## src/rtl/control_fsm_if.sv

```systemverilog
// Bundle between the decoder/datapath side (master) and the multicycle control unit (slave).
// i_bit is the decoder immediate bit; the control unit forwards it to alu_src only in EXEC.
interface control_fsm_if #(
   parameter int unsigned CNT_W = 16
);
   // decoder fields and ALU status toward the control unit
   logic             start;
   logic [3:0]       cond;
   logic [1:0]       op;
   logic [3:0]       opcode;
   logic             s_bit;
   logic             u_bit;
   logic             l_bit;
   logic             i_bit;
   logic [3:0]       alu_flags;

   // datapath strobes, selects and status from the control unit
   logic             ir_we;
   logic             pc_we;
   logic             pc_src;
   logic             reg_we;
   logic             mem_we;
   logic             mem_to_reg;
   logic             alu_src;
   logic [2:0]       alu_ctrl;
   logic [3:0]       flags;
   logic [2:0]       state;
   logic [CNT_W-1:0] retired;
   logic             illegal;

   modport master (
      output start, cond, op, opcode, s_bit, u_bit, l_bit, i_bit, alu_flags,
      input  ir_we, pc_we, pc_src, reg_we, mem_we, mem_to_reg, alu_src, alu_ctrl,
             flags, state, retired, illegal
   );

   modport slave (
      input  start, cond, op, opcode, s_bit, u_bit, l_bit, i_bit, alu_flags,
      output ir_we, pc_we, pc_src, reg_we, mem_we, mem_to_reg, alu_src, alu_ctrl,
             flags, state, retired, illegal
   );
endinterface

```

## src/rtl/control_fsm.sv

```systemverilog
// Multicycle control unit: sequences FETCH/DECODE/EXEC/MEM/WB, drives datapath
// strobes and selects, holds NZCV and evaluates condition codes.
// Strobes and selects are decoded from the state register and the live decoder
// fields so that DECODE can redirect the PC in the same cycle; flags, retired and
// illegal are registers.
module control_fsm #(
   parameter int unsigned CNT_W = 16
) (
   input logic         clk,
   input logic         rst,
   control_fsm_if.slave bus
);

   typedef enum logic [2:0] {
      S_IDLE   = 3'd0,
      S_FETCH  = 3'd1,
      S_DECODE = 3'd2,
      S_EXEC   = 3'd3,
      S_MEM    = 3'd4,
      S_WB     = 3'd5
   } state_e;

   localparam logic [1:0] OP_DP  = 2'b00;
   localparam logic [1:0] OP_MEM = 2'b01;
   localparam logic [1:0] OP_BR  = 2'b10;
   localparam logic [1:0] OP_UND = 2'b11;

   localparam logic [2:0] ALU_ADD  = 3'b000;
   localparam logic [2:0] ALU_SUB  = 3'b001;
   localparam logic [2:0] ALU_AND  = 3'b010;
   localparam logic [2:0] ALU_ORR  = 3'b011;
   localparam logic [2:0] ALU_PASS = 3'b100;

   state_e           state_q, state_d;
   logic [3:0]       flags_q, flags_d;
   logic             illegal_q, illegal_d;
   logic [CNT_W-1:0] retired_q, retired_d;

   logic       cond_ok;
   logic       dp_ok;
   logic       is_test;
   logic [2:0] dp_ctrl;
   logic [2:0] mem_ctrl;

   logic       ir_we_c, pc_we_c, pc_src_c, reg_we_c, mem_we_c, mem_to_reg_c, alu_src_c;
   logic [2:0] alu_ctrl_c;

   // Condition-code check against the architectural flags
   always_comb begin
      logic n, z, c, v;
      {n, z, c, v} = flags_q;
      cond_ok = 1'b0;
      case (bus.cond)
         4'b0000: cond_ok = z;
         4'b0001: cond_ok = !z;
         4'b0010: cond_ok = c;
         4'b0011: cond_ok = !c;
         4'b0100: cond_ok = n;
         4'b0101: cond_ok = !n;
         4'b0110: cond_ok = v;
         4'b0111: cond_ok = !v;
         4'b1000: cond_ok = c & !z;
         4'b1001: cond_ok = !c | z;
         4'b1010: cond_ok = (n == v);
         4'b1011: cond_ok = (n != v);
         4'b1100: cond_ok = !z & (n == v);
         4'b1101: cond_ok = z | (n != v);
         4'b1110: cond_ok = 1'b1;
         default: cond_ok = 1'b0;
      endcase
   end

   // Data-processing opcode decode: ALU operation, support and compare-only flag
   always_comb begin
      dp_ctrl = ALU_ADD;
      dp_ok   = 1'b1;
      is_test = 1'b0;
      case (bus.opcode)
         4'b0000: dp_ctrl = ALU_AND;
         4'b0010: dp_ctrl = ALU_SUB;
         4'b0100: dp_ctrl = ALU_ADD;
         4'b1000: begin dp_ctrl = ALU_AND; is_test = 1'b1; end
         4'b1010: begin dp_ctrl = ALU_SUB; is_test = 1'b1; end
         4'b1100: dp_ctrl = ALU_ORR;
         4'b1101: dp_ctrl = ALU_PASS;
         default: dp_ok = 1'b0;
      endcase
      mem_ctrl = bus.u_bit ? ALU_ADD : ALU_SUB;
   end

   // Next-state, strobe decode and register updates
   always_comb begin
      state_d      = state_q;
      flags_d      = flags_q;
      illegal_d    = illegal_q;
      ir_we_c      = 1'b0;
      pc_we_c      = 1'b0;
      pc_src_c     = 1'b0;
      reg_we_c     = 1'b0;
      mem_we_c     = 1'b0;
      mem_to_reg_c = 1'b0;
      alu_src_c    = 1'b0;
      alu_ctrl_c   = ALU_ADD;
      case (state_q)
         S_IDLE: begin
            if (bus.start) state_d = S_FETCH;
         end
         S_FETCH: begin
            if (!bus.start) begin
               state_d = S_IDLE;
            end else begin
               ir_we_c = 1'b1;
               state_d = S_DECODE;
            end
         end
         S_DECODE: begin
            state_d = S_FETCH;
            if (!cond_ok) begin
               pc_we_c = 1'b1;
            end else if (bus.op == OP_BR) begin
               pc_we_c  = 1'b1;
               pc_src_c = 1'b1;
            end else if (bus.op == OP_UND || (bus.op == OP_DP && !dp_ok)) begin
               illegal_d = 1'b1;
               pc_we_c   = 1'b1;
            end else begin
               state_d = S_EXEC;
            end
         end
         S_EXEC: begin
            if (bus.op == OP_MEM) begin
               alu_src_c  = 1'b1;
               alu_ctrl_c = mem_ctrl;
               state_d    = S_MEM;
            end else begin
               alu_src_c  = bus.i_bit;
               alu_ctrl_c = dp_ctrl;
               if (bus.s_bit || is_test) flags_d = bus.alu_flags;
               if (is_test) begin
                  pc_we_c = 1'b1;
                  state_d = S_FETCH;
               end else begin
                  state_d = S_WB;
               end
            end
         end
         S_MEM: begin
            alu_src_c  = 1'b1;
            alu_ctrl_c = mem_ctrl;
            if (bus.l_bit) begin
               state_d = S_WB;
            end else begin
               mem_we_c = 1'b1;
               pc_we_c  = 1'b1;
               state_d  = S_FETCH;
            end
         end
         S_WB: begin
            reg_we_c     = 1'b1;
            pc_we_c      = 1'b1;
            mem_to_reg_c = (bus.op == OP_MEM) && bus.l_bit;
            state_d      = S_FETCH;
         end
         default: state_d = S_IDLE;
      endcase
      retired_d = pc_we_c ? retired_q + CNT_W'(1) : retired_q;
   end

   // State, flags, sticky illegal and retired-instruction counter
   always_ff @(posedge clk or negedge rst) begin
      if (!rst) begin
         state_q   <= S_IDLE;
         flags_q   <= 4'b0000;
         illegal_q <= 1'b0;
         retired_q <= '0;
      end else begin
         state_q   <= state_d;
         flags_q   <= flags_d;
         illegal_q <= illegal_d;
         retired_q <= retired_d;
      end
   end

   assign bus.ir_we      = ir_we_c;
   assign bus.pc_we      = pc_we_c;
   assign bus.pc_src     = pc_src_c;
   assign bus.reg_we     = reg_we_c;
   assign bus.mem_we     = mem_we_c;
   assign bus.mem_to_reg = mem_to_reg_c;
   assign bus.alu_src    = alu_src_c;
   assign bus.alu_ctrl   = alu_ctrl_c;
   assign bus.flags      = flags_q;
   assign bus.state      = state_q;
   assign bus.retired    = retired_q;
   assign bus.illegal    = illegal_q;

endmodule
```

## src/flat_wrapper.sv

```systemverilog
// flat-port wrapper written by rule: the top's interface ports become plain ports
module control_fsm_flat 
#(
   parameter int unsigned CNT_W = 16
)
  (clk, rst, bus_start, bus_cond, bus_op, bus_opcode, bus_s_bit, bus_u_bit, bus_l_bit, bus_i_bit, bus_alu_flags, bus_ir_we, bus_pc_we, bus_pc_src, bus_reg_we, bus_mem_we, bus_mem_to_reg, bus_alu_src, bus_alu_ctrl, bus_flags, bus_state, bus_retired, bus_illegal);
  control_fsm_if #(.CNT_W(CNT_W)) bus_i ();
  input logic clk;
  input logic rst;
  input wire logic [$bits(bus_i.start)-1:0] bus_start;
  input wire logic [$bits(bus_i.cond)-1:0] bus_cond;
  input wire logic [$bits(bus_i.op)-1:0] bus_op;
  input wire logic [$bits(bus_i.opcode)-1:0] bus_opcode;
  input wire logic [$bits(bus_i.s_bit)-1:0] bus_s_bit;
  input wire logic [$bits(bus_i.u_bit)-1:0] bus_u_bit;
  input wire logic [$bits(bus_i.l_bit)-1:0] bus_l_bit;
  input wire logic [$bits(bus_i.i_bit)-1:0] bus_i_bit;
  input wire logic [$bits(bus_i.alu_flags)-1:0] bus_alu_flags;
  output wire logic [$bits(bus_i.ir_we)-1:0] bus_ir_we;
  output wire logic [$bits(bus_i.pc_we)-1:0] bus_pc_we;
  output wire logic [$bits(bus_i.pc_src)-1:0] bus_pc_src;
  output wire logic [$bits(bus_i.reg_we)-1:0] bus_reg_we;
  output wire logic [$bits(bus_i.mem_we)-1:0] bus_mem_we;
  output wire logic [$bits(bus_i.mem_to_reg)-1:0] bus_mem_to_reg;
  output wire logic [$bits(bus_i.alu_src)-1:0] bus_alu_src;
  output wire logic [$bits(bus_i.alu_ctrl)-1:0] bus_alu_ctrl;
  output wire logic [$bits(bus_i.flags)-1:0] bus_flags;
  output wire logic [$bits(bus_i.state)-1:0] bus_state;
  output wire logic [$bits(bus_i.retired)-1:0] bus_retired;
  output wire logic [$bits(bus_i.illegal)-1:0] bus_illegal;
  assign bus_i.start = bus_start;
  assign bus_i.cond = bus_cond;
  assign bus_i.op = bus_op;
  assign bus_i.opcode = bus_opcode;
  assign bus_i.s_bit = bus_s_bit;
  assign bus_i.u_bit = bus_u_bit;
  assign bus_i.l_bit = bus_l_bit;
  assign bus_i.i_bit = bus_i_bit;
  assign bus_i.alu_flags = bus_alu_flags;
  assign bus_ir_we = bus_i.ir_we;
  assign bus_pc_we = bus_i.pc_we;
  assign bus_pc_src = bus_i.pc_src;
  assign bus_reg_we = bus_i.reg_we;
  assign bus_mem_we = bus_i.mem_we;
  assign bus_mem_to_reg = bus_i.mem_to_reg;
  assign bus_alu_src = bus_i.alu_src;
  assign bus_alu_ctrl = bus_i.alu_ctrl;
  assign bus_flags = bus_i.flags;
  assign bus_state = bus_i.state;
  assign bus_retired = bus_i.retired;
  assign bus_illegal = bus_i.illegal;
  control_fsm #(.CNT_W(CNT_W)) u_core (.clk(clk), .rst(rst), .bus(bus_i));
endmodule
```

## config.mk

```make
export PLATFORM = sky130hd
export DESIGN_NAME = control_fsm_flat
export DESIGN_NICKNAME = d
export VERILOG_FILES = /design/src/rtl/control_fsm_if.sv /design/src/rtl/control_fsm.sv /design/src/flat_wrapper.sv
export SDC_FILE = /design/constraint.sdc
export NUM_CORES = 1
export LEC_CHECK = 0
export CAP_MARGIN = 20
export CORE_MARGIN = 2
export CORE_UTILIZATION = 55
export DETAILED_ROUTE_END_ITERATION = 10
export DONT_BUFFER_PORTS = 1
export HOLD_SLACK_MARGIN = 0.05
export MAX_ROUTING_LAYER = met4
export PLACE_DENSITY = 0.67
export SETUP_SLACK_MARGIN = 0.1
export SLEW_MARGIN = 20
export SYNTH_ARGS = -nofsm -noshare
export SYNTH_HDL_FRONTEND = slang
export SYNTH_SLANG_ARGS = --single-unit
```

## constraint.sdc

```tcl
create_clock -name clk -period 3.5 [get_ports clk]
set_input_delay 0.35 -clock clk [delete_from_list [all_inputs] [get_ports clk]]
set_output_delay 0.35 -clock clk [all_outputs]
set_load 0.03 [all_outputs]
```

=== Yosys cells after proc, flatten, opt, wreduce, memory -nomap -nowiden ===
Index checks and enable logic that the tools add are counted.

* Register bits after elaboration: 24
* Input bits: 21
* Output and inout bits: 34
* Logic and storage cells: 94

* $add $sub $neg: 1
* Equality and inequality tests: 31
* Mux-type cells: 33
* Bitwise logic cells: 6
* Reduce and logical (&&, ||, !) cells: 19

{| class="wikitable"
|+ Operators with widths
! kind !! number
|-
| $eq 4x4->1 const B || 11
|-
| $mux 3 || 7
|-
| $eq 4x3->1 const B || 5
|-
| $mux 1 || 18
|-
| $pmux 3 s6 || 1
|-
| $add 16x1->16 const B || 1
|-
| $pmux 1 s15 || 1
|-
| $eq 4x2->1 const B || 3
|-
| $pmux 3 s4 || 1
|-
| $logic_not 4->1 || 2
|-
| $reduce_or 7->1 || 1
|-
| $eq 3x2->1 const B || 2
|-
| $eq 3x3->1 const B || 2
|-
| $pmux 3 s2 || 1
|-
| $reduce_or 2->1 || 3
|-
| $logic_not 1->1 || 5
|-
| $eq 2x2->1 const B || 2
|-
| $eq 4x1->1 const B || 1
|-
| $mux 2 || 2
|-
| $pmux 1 s4 || 1
|-
| $reduce_and 4->1 || 1
|-
| $eq 3x1->1 const B || 1
|-
| $logic_not 3->1 || 1
|-
| $reduce_and 3->1 || 1
|-
| 11 further kinds || 16
|}

=== Logic depth before layout (Yosys ltp) ===
* Depth after elaboration: 10
* Depth in mapped cells: 8
* Mapped depth without buffers: 7

=== Least setup slack after synthesis ===
OpenSTA, ideal clock, no wires.

* Path type: register -> output
* Start: register u_core.state_q[2] (netlist: u_core.bus.state[2])
* End: output bus_alu_ctrl[1]
* Arrival: 2,664 ps
* Required time: 3,150 ps
* Path slack: 486 ps
* Cell stages (with the launch flop): 5
* Path buffers: 1
* Cell sequence: dfrtp_1 -> buf_2 -> nand3b_1 -> nand2b_1 -> a2111oi_0

* Longest elaborated chain between the ends: 2
* Elaborated cells on any way between the ends: 3
* Classes of those cells: 2 x eq/ne; 1 x mux

{| class="wikitable"
|+ Ends and longest elaborated chain
! element !! line !! source
|-
| from (decl) || control_fsm.sv:34 || <nowiki>state_e state_q, state_d;</nowiki>
|-
| from (signal assigned) || control_fsm.sv:177 || <nowiki>state_q <= state_d;</nowiki>
|-
| $eq 3x3->1 or $eq 3x2->1 (tied branches) || control_fsm.sv:104 || <nowiki>case (state_q)</nowiki>
|-
| $pmux 3 s2 * || control_fsm.sv:104 ||
|-
| to (decl) || flat_wrapper.sv:26 || <nowiki>output wire logic [$bits(bus_i.alu_ctrl)-1:0] bus_alu_ctrl;</nowiki>
|}

Every way passes the cells marked *; elsewhere a longest branch is shown, timed or not.

=== Worst setup path after layout ===
* Start: register u_core.flags_q[2] (netlist: u_core.bus.flags[2])
* End: output bus_pc_we

* Longest elaborated chain between the ends: 5
* Elaborated cells on any way between the ends: 8
* Classes of those cells: 3 x mux; 4 x bitwise; 1 x reduce/logical

{| class="wikitable"
|+ Ends and longest elaborated chain
! element !! line !! source
|-
| from (decl) || control_fsm.sv:35 || <nowiki>logic [3:0] flags_q, flags_d;</nowiki>
|-
| from (signal assigned) || control_fsm.sv:178 || <nowiki>flags_q <= flags_d;</nowiki>
|-
| $logic_not 1->1 || control_fsm.sv:55, control_fsm.sv:62, control_fsm.sv:66 ||
|-
| $and 1x1->1 (on tied branches) || control_fsm.sv:66, control_fsm.sv:62 ||
|-
| $pmux 1 s15 * || control_fsm.sv:53 || <nowiki>case (bus.cond)</nowiki>
|-
| $mux 1 * || control_fsm.sv:118 || <nowiki>if (!cond_ok) begin</nowiki>
|-
| $pmux 1 s4 * || control_fsm.sv:104 ||
|-
| to (decl) || flat_wrapper.sv:20 || <nowiki>output wire logic [$bits(bus_i.pc_we)-1:0] bus_pc_we;</nowiki>
|}

Marked as above.

==> flow_summary.ini <==
[synth]
yosysTopAreaCellShare_pct = 41.1
yosys_warnings = 0
synthTopCellsByArea = dfrtp_1, xnor2_1, xor2_1, mux2_2, nor2_1
syn_area_sq_mm = 0.00146
yosys-top-cells-count = dfrtp_1, nor2_1, xnor2_1
ys_async_sr_fraction_pct = 100
synth_edf_count = 0
avgSynthCellArea_sq_um = 9.54
yosysMostFrequentCell = dfrtp_1
synth_nets = 175
seq_area_frac_synth_pct = 41.1
synth_flop_cell = dfrtp_1
ys_ff_latch = 24
synth_top_cell_by_area = dfrtp_1
synth_cell_types = 41
syn_inst = 153

[layout]
area_growth_pct = 6.77
nets = 180
antenna_cells = 0
drive_above_1_share_pct = 14.0
fin_util_pct = 62.4
fill_cells = 237
design_area_sq_mm = 0.00156

[clock_tree]
ctsResizeCount = 0
cts_buffer_depth = 2
clk_pin_slew_ns = 0.14
clockRootBuffer = clkbuf_4
cts_tree = yes
insertion_delay_ns = 0.32
cts_buffers = 3
cts.sinks = 24
htreeDepth = 1

[timing]
rsz0062_at_grt = no
setup_viol = 0
drv_slew = 0
finalClockSkew_ns = 0.0126
relSlewSlack_pct = 38.2
fmax_mhz = 362
hold_viol = 0
tns_ns = 0
worst_slew_pin_slew_ns = 0.917
fin_ws_ns = 0.737
finalCriticalPeriod_ns = 2.76
fin_crit_sh_pct = 79.0

[floorplan]
die_w_um = 55.5
die_h_um = 55.5
io_pins = 55
std_cell_rows = 18
die_area_sq_mm = 0.00308
initial_core_util_pct = 58.4
core-area_sq_mm = 0.00250

[grt]
grt_max_degree = 25
grt_first_pass_wirelength_um = 4800
antenna_found_initial = 0
globalRouteOverflowTotal = 0
grt_use_total_pct = 19.7
first_global_vias = 1065

[placement]
placed_area_sq_mm = 0.00149
gp_congestion = 0.822
io_buffers = 0
place_ws_ns = 0.921
dpl.hpwl_um = 2170

[power]
p_per_area_mw_per_mm2 = 735
p_leak_nw = 0.672
p_total_mw = 1.15
vdd.ir_drop.worst_uv = 666

[detailed_routing]
viasPerCell = 6.02
ant_nets = 0
routed_wl_um = 2880
wl_per_cell_um = 15.4
via_count = 1125
drt_iter0_markers = 38
route.detailed.drc = 0
firstDrtPassIters = 4

[worst_setup_path]
crit_path_max_fanout = 10
cp.required_ns = 3.15
path_class = reg2out
crit_path_end_kind = output port
worstPathArrival_ns = 2.41
cp-start-kind = flop
reg2reg_depth = 6

[worst_hold_path]
hold_path_class = in2reg
hold_depth = 1

[outcome]
outcome = finished clean

[flow_run]
drv_cap = 0
-- path summary, 6_finish.rpt --
path	startpoint	to	slack (ns)
worst max-delay path	u_core.bus.flags[2]	bus_pc_we	0.74
worst min register to register	u_core.bus.retired[15]	u_core.bus.retired[15]	0.69
worst min-delay path	bus_alu_flags[1]	u_core.bus.flags[1]	0.16
min in group asynchronous	rst	u_core.bus.flags[2]	0.51
worst max register to register	u_core.bus.flags[2]	u_core.bus.retired[1]	0.91
max in group asynchronous	rst	u_core.bus.retired[7]	2.64
-- cell families after synthesis --
kind of cell / synth area share (%)
simple gates: 26.6
flops: 41.1
compound gates: 11.2
xor+xnor: 11.4
buf+inv: 2.83
mux: 5.91
fa+ha+maj: 0.857
-- state kept, by name, indices dropped and copies added (netlist names) --
signal,cells
u_core.bus.flags,4
u_core.bus.illegal,1
u_core.bus.retired,16
u_core.bus.state,3
-- per-stage QoR --
| step | cells | hold WS (ns) |
|---|---|---|
| 3_5_place_dp | 181 | 0.0549 |
| 2_1_floorplan | 153 | 0.0544 |
| 6_report | 187 | 0.164 |
| 4_1_cts | 186 | 0.159 |
| 5_1_grt | 187 | 0.147 |
| 3_3_place_gp | 181 | 0.0549 |
-- report_power, final --
part / total, mW / switching, mW / internal, mW / leakage (nW)
clock: 0.201 / 0.0852 / 0.116 / 0.0279
sequential: 0.593 / 0.248 / 0.345 / 0.310
combinational: 0.352 / 0.194 / 0.157 / 0.333
-- critical path, cell delays in order (launching register included) --
cell and delay (ns):
dfrtp_1 0.61, and3b_1 0.23, a22oi_1 0.20, mux2i_1 0.24, nand4_1 0.16, o21ai_2 0.64
-- per-layer routing --
metal,track usage (%),vias to the layer above,routed length [um]
li1,-,550,-
met1,25.8,535,1320
met2,29.9,38,1330
met3,7.26,2,211
met4,3.14,0,10
met5,-,-,0
-- placed cells by master, fill, tap and decap left out, types with 2 or more instances in the layout --
cell type  Yosys  routed
xor2_1         7       7
nand2_1       10      10
nor3b_1        3       3
and2_1         3       3
and3_1         2       2
nor3_1         5       5
o21bai_1       3       3
a21oi_1        4       4
mux2i_1        3       3
o21ai_0        3       3
clkbuf_4       0       3
nand2b_1       5       5
o21ai_2        2       2
buf_4          2       3
xnor2_1       12      12
mux2_2         5       5
nand3_1       10      10
nor2b_1        3       3
dfrtp_1       24      24
nand4_1        4       4
nor2_1        15      15
nand3b_1       4       4
inv_1          3       3
-- layout make-up --
| class | count | area, sq um | share of cell area (%) |
|---|---|---|---|
| Tap cell | 30 | 37.5 | 2.41 |
| Clock buffer | 3 | 22.5 | 1.44 |
| Inverter | 3 | 11.3 | 0.722 |
| Multi-Input combinational cell | 121 | 820 | 52.6 |
| Sequential cell | 24 | 601 | 38.5 |
| Clock inverter | 1 | 30.0 | 1.93 |
| Timing Repair Buffer | 5 | 37.5 | 2.41 |
-- what timing repair did --
action / CTS / global route
hold endpoints to repair: 24 / 24
hold buffers: 1 / 1
setup buffers: 0 / 0
No activity file was read; power rests on OpenSTA's default activity.
